### config.mk
export PLATFORM = sky130hd
export DESIGN_NAME = apb_timer
export DESIGN_NICKNAME = d
export VERILOG_FILES = /design/src/rtl/apb_timer.sv
export SDC_FILE = /design/constraint.sdc
export NUM_CORES = 1
export LEC_CHECK = 0
export BUFFER_PORTS_ARGS = -buffer_cell sky130_fd_sc_hd__buf_2
export CORE_UTILIZATION = 55
export CTS_BUF_LIST = sky130_fd_sc_hd__clkbuf_4 sky130_fd_sc_hd__clkbuf_8
export DETAILED_ROUTE_END_ITERATION = 10
export PLACE_DENSITY_LB_ADDON = 0.15
export SYNTH_ARGS = -nofsm -noshare
export SYNTH_HDL_FRONTEND = slang
export SYNTH_SLANG_ARGS = --single-unit
### constraint.sdc
create_clock -name PCLK -period 2.75 [get_ports PCLK]
set_clock_uncertainty 0.05 [all_clocks]
set_input_delay 0 -clock PCLK [delete_from_list [all_inputs] [get_ports PCLK]]
set_output_delay 0 -clock PCLK [all_outputs]
set_load 0.1 [all_outputs]
### src/rtl/apb_timer.sv
// apb_timer: 32-bit down-counting APB timer with prescaler, auto-reload or
// one-shot operation and a level interrupt. Zero wait-state slave on PCLK.
module apb_timer #(
  parameter int ADDR_WIDTH = 16,
  parameter int DATA_WIDTH = 32,
  parameter int PRE_W      = 8
) (
  input  logic                    PCLK,
  input  logic                    PRESETn,
  input  logic                    PSEL,
  input  logic                    PENABLE,
  input  logic                    PWRITE,
  input  logic [ADDR_WIDTH-1:0]   PADDR,
  input  logic [DATA_WIDTH-1:0]   PWDATA,
  input  logic [DATA_WIDTH/8-1:0] PSTRB,
  input  logic [2:0]              PPROT,
  output logic [DATA_WIDTH-1:0]   PRDATA,
  output logic                    PREADY,
  output logic                    PSLVERR,
  output logic                    TIMER_IRQ
);

  localparam int STRB_W = DATA_WIDTH / 8;

  localparam logic [4:0] ADDR_CTRL      = 5'h00;
  localparam logic [4:0] ADDR_VALUE     = 5'h04;
  localparam logic [4:0] ADDR_RELOAD    = 5'h08;
  localparam logic [4:0] ADDR_PRESCALE  = 5'h0C;
  localparam logic [4:0] ADDR_INTSTATUS = 5'h10;

  logic                  ctrl_en;
  logic                  ctrl_irq_en;
  logic                  ctrl_oneshot;
  logic [DATA_WIDTH-1:0] value_q;
  logic [DATA_WIDTH-1:0] reload_q;
  logic [PRE_W-1:0]      prescale_q;
  logic [PRE_W-1:0]      pcnt;
  logic                  pending;
  logic [DATA_WIDTH-1:0] prdata_q;
  logic [DATA_WIDTH-1:0] rd_mux;
  logic [DATA_WIDTH-1:0] wmask;

  logic [4:0] addr;
  logic       addr_err;
  logic       access_phase;
  logic       wr_en;
  logic       rd_setup;
  logic       wr_ctrl;
  logic       wr_value;
  logic       wr_reload;
  logic       wr_prescale;
  logic       wr_status;
  logic       tick;
  logic       value_zero;
  logic       expire;

  // Protection bits and the undecoded upper address bits carry no meaning here.
  logic unused_inputs;
  assign unused_inputs = ^{PPROT, PADDR[ADDR_WIDTH-1:5]};

  assign addr         = PADDR[4:0];
  assign addr_err     = (addr > ADDR_INTSTATUS) || (addr[1:0] != 2'b00);
  assign access_phase = PSEL & PENABLE;
  assign wr_en        = access_phase & PWRITE & ~addr_err;
  assign rd_setup     = PSEL & ~PENABLE & ~PWRITE;

  assign wr_ctrl     = wr_en && (addr == ADDR_CTRL) && PSTRB[0];
  assign wr_value    = wr_en && (addr == ADDR_VALUE);
  assign wr_reload   = wr_en && (addr == ADDR_RELOAD);
  assign wr_prescale = wr_en && (addr == ADDR_PRESCALE);
  assign wr_status   = wr_en && (addr == ADDR_INTSTATUS) && PSTRB[0] && PWDATA[0];

  assign tick       = ctrl_en && (pcnt == prescale_q);
  assign value_zero = (value_q == '0);
  assign expire     = tick && value_zero;

  assign PREADY    = 1'b1;
  assign PSLVERR   = access_phase & addr_err;
  assign PRDATA    = PSLVERR ? '0 : prdata_q;
  assign TIMER_IRQ = pending & ctrl_irq_en;

  // Expand the byte strobes into a per-bit write mask.
  always_comb begin
    wmask = '0;
    for (int i = 0; i < STRB_W; i++) begin
      wmask[i*8 +: 8] = {8{PSTRB[i]}};
    end
  end

  // Read-data selection for the addressed register; unmapped locations read 0.
  always_comb begin
    rd_mux = '0;
    case (addr)
      ADDR_CTRL:      rd_mux = {{(DATA_WIDTH-3){1'b0}}, ctrl_oneshot, ctrl_irq_en, ctrl_en};
      ADDR_VALUE:     rd_mux = value_q;
      ADDR_RELOAD:    rd_mux = reload_q;
      ADDR_PRESCALE:  rd_mux = {{(DATA_WIDTH-PRE_W){1'b0}}, prescale_q};
      ADDR_INTSTATUS: rd_mux = {{(DATA_WIDTH-1){1'b0}}, pending};
      default:        rd_mux = '0;
    endcase
  end

  // Control bits; a one-shot expiry drops EN, but a CTRL write on that edge wins.
  always_ff @(posedge PCLK) begin
    if (!PRESETn) begin
      ctrl_en      <= 1'b0;
      ctrl_irq_en  <= 1'b0;
      ctrl_oneshot <= 1'b0;
    end else if (wr_ctrl) begin
      ctrl_en      <= PWDATA[0];
      ctrl_irq_en  <= PWDATA[1];
      ctrl_oneshot <= PWDATA[2];
    end else if (expire && ctrl_oneshot) begin
      ctrl_en <= 1'b0;
    end
  end

  // Counter value: bus writes take priority over the tick decrement or reload.
  always_ff @(posedge PCLK) begin
    if (!PRESETn) begin
      value_q <= '0;
    end else if (wr_value) begin
      value_q <= (value_q & ~wmask) | (PWDATA & wmask);
    end else if (tick) begin
      value_q <= value_zero ? reload_q : value_q - DATA_WIDTH'(1);
    end
  end

  // Reload and prescale registers, byte-lane masked.
  always_ff @(posedge PCLK) begin
    if (!PRESETn) begin
      reload_q   <= '0;
      prescale_q <= '0;
    end else begin
      if (wr_reload) begin
        reload_q <= (reload_q & ~wmask) | (PWDATA & wmask);
      end
      if (wr_prescale) begin
        prescale_q <= (prescale_q & ~wmask[PRE_W-1:0]) | (PWDATA[PRE_W-1:0] & wmask[PRE_W-1:0]);
      end
    end
  end

  // Prescaler counter restarts on ticks and on any VALUE or PRESCALE write.
  always_ff @(posedge PCLK) begin
    if (!PRESETn) begin
      pcnt <= '0;
    end else if (!ctrl_en || wr_value || wr_prescale || tick) begin
      pcnt <= '0;
    end else begin
      pcnt <= pcnt + PRE_W'(1);
    end
  end

  // Pending flag: an expiry on the same edge as a write-1-to-clear keeps it set.
  always_ff @(posedge PCLK) begin
    if (!PRESETn) begin
      pending <= 1'b0;
    end else if (expire) begin
      pending <= 1'b1;
    end else if (wr_status) begin
      pending <= 1'b0;
    end
  end

  // Read data is captured in the setup phase and held through the access phase.
  always_ff @(posedge PCLK) begin
    if (!PRESETn) begin
      prdata_q <= '0;
    end else if (rd_setup) begin
      prdata_q <= rd_mux;
    end
  end

endmodule

==> flow_metrics.env <==
export IMPL_status="complete, no violations"
export IMPL_total_power_w=0.00394
export IMPL_worstSetupPathType="input port to flip-flop"
export IMPL_cp_max_fo=8
export IMPL_pwr_share_comb_pct=11.5
export IMPL_routed_via_density=6.07
export IMPL_max_freq_ghz=0.380
export IMPL_synth_xor_area_share_pct=3.96
export IMPL_start_util_pct=56.2
export IMPL_dr_pass1_iters=6
export IMPL_ioPinCount=95
export IMPL_seq_area_frac_synth_pct=36.2
export IMPL_rows=39
export IMPL_htree_levels=4
export IMPL_leakagePower_nw=3.50
export IMPL_cts_sinks=116
export IMPL_async_flop_share_pct=0
export IMPL_design_core_area_um2=11400
export IMPL_die_w_um=110
export IMPL_grtUsageTotal_pct=31.4
export IMPL_switchingPower_w=0.00102
export IMPL_max_cap_violations=0
export IMPL_power_frac_seq_pct=43.5
export IMPL_drv_slew=0
export IMPL_wire_per_inst_um=17.1
export IMPL_synth_simple_area_share_pct=24.4
export IMPL_relSlewSlack_pct=53.6
export IMPL_synth_top_family_by_area="compound AO/OA/AOI/OAI gates"
export IMPL_grt_max_degree=65
export IMPL_clock_path_buffers=2
export IMPL_grt_pass1_wl_um=29000
export IMPL_startpoint_type="input port"
export IMPL_cp_arrival_ns=2.96
export IMPL_route_detailed_drc=0
export IMPL_syn_area_per_cell_um2=8.19
export IMPL_antenna_found_initial=0
export IMPL_path_clk_slew_ns=0.07
export IMPL_drive_above_1_share_pct=18.0
export IMPL_cts_tree="built"
export IMPL_worstPathRequired_ns=3.08
export IMPL_power_density_nw_per_um2=487
export IMPL_dp_cells=979
export IMPL_yosysUniqueCellTypes=67
export IMPL_final_nets=981
export IMPL_diodes=0
export IMPL_synth_nets=847
export IMPL_synthFlopType="dfxtp_1"
export IMPL_area_growth_pct=25.8
export IMPL_synth_cells=784
export IMPL_final_cell_mix="dfxtp_1, nand2_1, buf_2"
export IMPL_hold_violations=0
export IMPL_synth_edf_count=0
export IMPL_synth_adder_area_share_pct=0.585
export IMPL_dieArea_um2=12100
export IMPL_tightest_slew_ns=0.690
export IMPL_pre_cts_ws_ns=0.206
export IMPL_yosysWarnings=0
export IMPL_grt_pass1_vias=6042
export IMPL_final_common_cell="dfxtp_1"
export IMPL_peakVddDrop_mv=0.562
export IMPL_numCtsBuffers=17
export IMPL_die_h_um=110
export IMPL_ys_ff_latch=116
export IMPL_drtAntennaViolNets=0
export IMPL_synthMuxAreaShare_pct=4.33
export IMPL_grt_overflow=0
export IMPL_vias=6515
export IMPL_finalCriticalPeriod_ns=2.63
export IMPL_clk_latency_ns=0.45
export IMPL_final_cells=1073
export IMPL_p_int_w=0.00292
export IMPL_place_congestion=0.889
export IMPL_wirelength_um=18400
export IMPL_syn_cell_area_um2=6420
export IMPL_cp_end_kind="flip-flop"
export IMPL_final_setup_worst_slack_ns=0.121
export IMPL_fin_crit_sh_pct=95.6
export IMPL_power_share_clock_pct=45.0
export IMPL_dpl_hpwl_um=12100
export IMPL_min_path_type="input port to flip-flop"
export IMPL_setup_viol=0
export IMPL_portBuffers=79
export IMPL_synth_compound_area_share_pct=26.3
export IMPL_drt_iter0_markers=508
export IMPL_root_buffer="clkbuf_8"
export IMPL_switching_share_pct=25.9
-- layout make-up --
cell class,instances,area (µm²)
inverters,8,30.0
clock buffers,22,290
fillers,928,3340
well taps,143,179
flip-flops and latches,116,2320
clock inverters,9,151
repair buffers,172,1250
multi-input cells,603,3860
-- timing repair --
action / CTS / global route
hold buffers: 62 / 0
resized for setup: 0 / 2
hold endpoints to repair: 75 / 0
buffers inserted: 0 / 1
setup endpoints to repair: 0 / 3
-- cells by family (layout without fill, tap and decap cells) --
kind of cell	count (synthesis)	in the layout
compound gates	233	233
xor+xnor	29	29
fa+ha+maj	3	3
buf+inv	65	211
flops	116	116
mux	27	27
other cells	1	1
simple gates	310	310
-- routing by layer --
metal / part of all wire, % / vias to the layer above / global-route usage, %
li1: - / 3124 / -
met4: 2.6 / 0 / 14.4
met1: 43 / 3110 / 38.6
met2: 48 / 232 / 52.6
met5: 0 / - / 0
met3: 6.0 / 49 / 6.35
-- power by group through the flow --
stage / clock (W) / sequential (W) / combinational (W)
final: 0.00177 / 0.00171 / 0.000452
after global routing: 0.00187 / 0.00172 / 0.000482
after CTS: 0.00181 / 0.00171 / 0.000447
after detailed placement: 0 / 0.00175 / 0.000407
after global placement: 0 / 0.00175 / 0.000402
after floorplan: 0 / 0.00175 / 0.000307
-- path summary, 6_finish.rpt --
kind | from | endpoint | slack [ns] | depth (start not counted)
max reg2reg | flip-flop | flip-flop | 0.16 | 6
max | PADDR[4] | flip-flop | 0.12 | 10
min reg2reg | flip-flop | flip-flop | 0.44 | 2
min | PADDR[1] | pending$_SDFFE_PN0P_ | 0.05 | 4
-- through the flow --
step	hold WS [ns]	utilization (%)	setup TNS, ns	instance area [µm²]
finish	0.0493	70.8	0	8080
global route	0.0898	70.8	-0.0177	8080
CTS	0.00405	70.6	0	8060
detailed placement	0.233	61.3	0	7000
global placement	0.226	61.3	0	7000
floorplan	0.0806	-	-0.119	6420
-- worst max-delay path: stages --
cell and delay, ns:
dlygate4sd3_1 0.53, buf_2 0.16, o21ai_0 0.23, nand3_1 0.25, nor2_4 0.18, buf_4 0.18, nand3_1 0.08, dlygate4sd3_1 0.55
a21boi_0 0.20, dlygate4sd3_1 0.60
-- cells in the mapped netlist (all sizes together), types with 4 or more instances --
| library cell | count | area [µm²] |
|---|---|---|
| xnor2 | 14 | 123 |
| or2 | 4 | 25.0 |
| o21ai | 54 | 270 |
| buf | 11 | 66.3 |
| nand3 | 41 | 205 |
| a21boi | 25 | 188 |
| inv | 8 | 30.0 |
| o211a | 37 | 370 |
| nor2 | 50 | 188 |
| nor4 | 10 | 75.1 |
| dfxtp | 116 | 2320 |
| and2 | 5 | 31.3 |
| nor4b | 4 | 35.0 |
| o211ai | 14 | 105 |
| xor2 | 15 | 131 |
| a22oi | 33 | 248 |
| a211oi | 10 | 85.1 |
| o221a | 5 | 56.3 |
| nor2b | 51 | 319 |
| a21oi | 29 | 145 |
| and3 | 6 | 37.5 |
| nor3 | 14 | 75.1 |
| mux2i | 21 | 210 |
| nand2 | 97 | 364 |
| mux2 | 6 | 67.6 |
| clkbuf | 46 | 173 |
| nand4 | 9 | 56.3 |
Power figures use the tool's default switching activity.
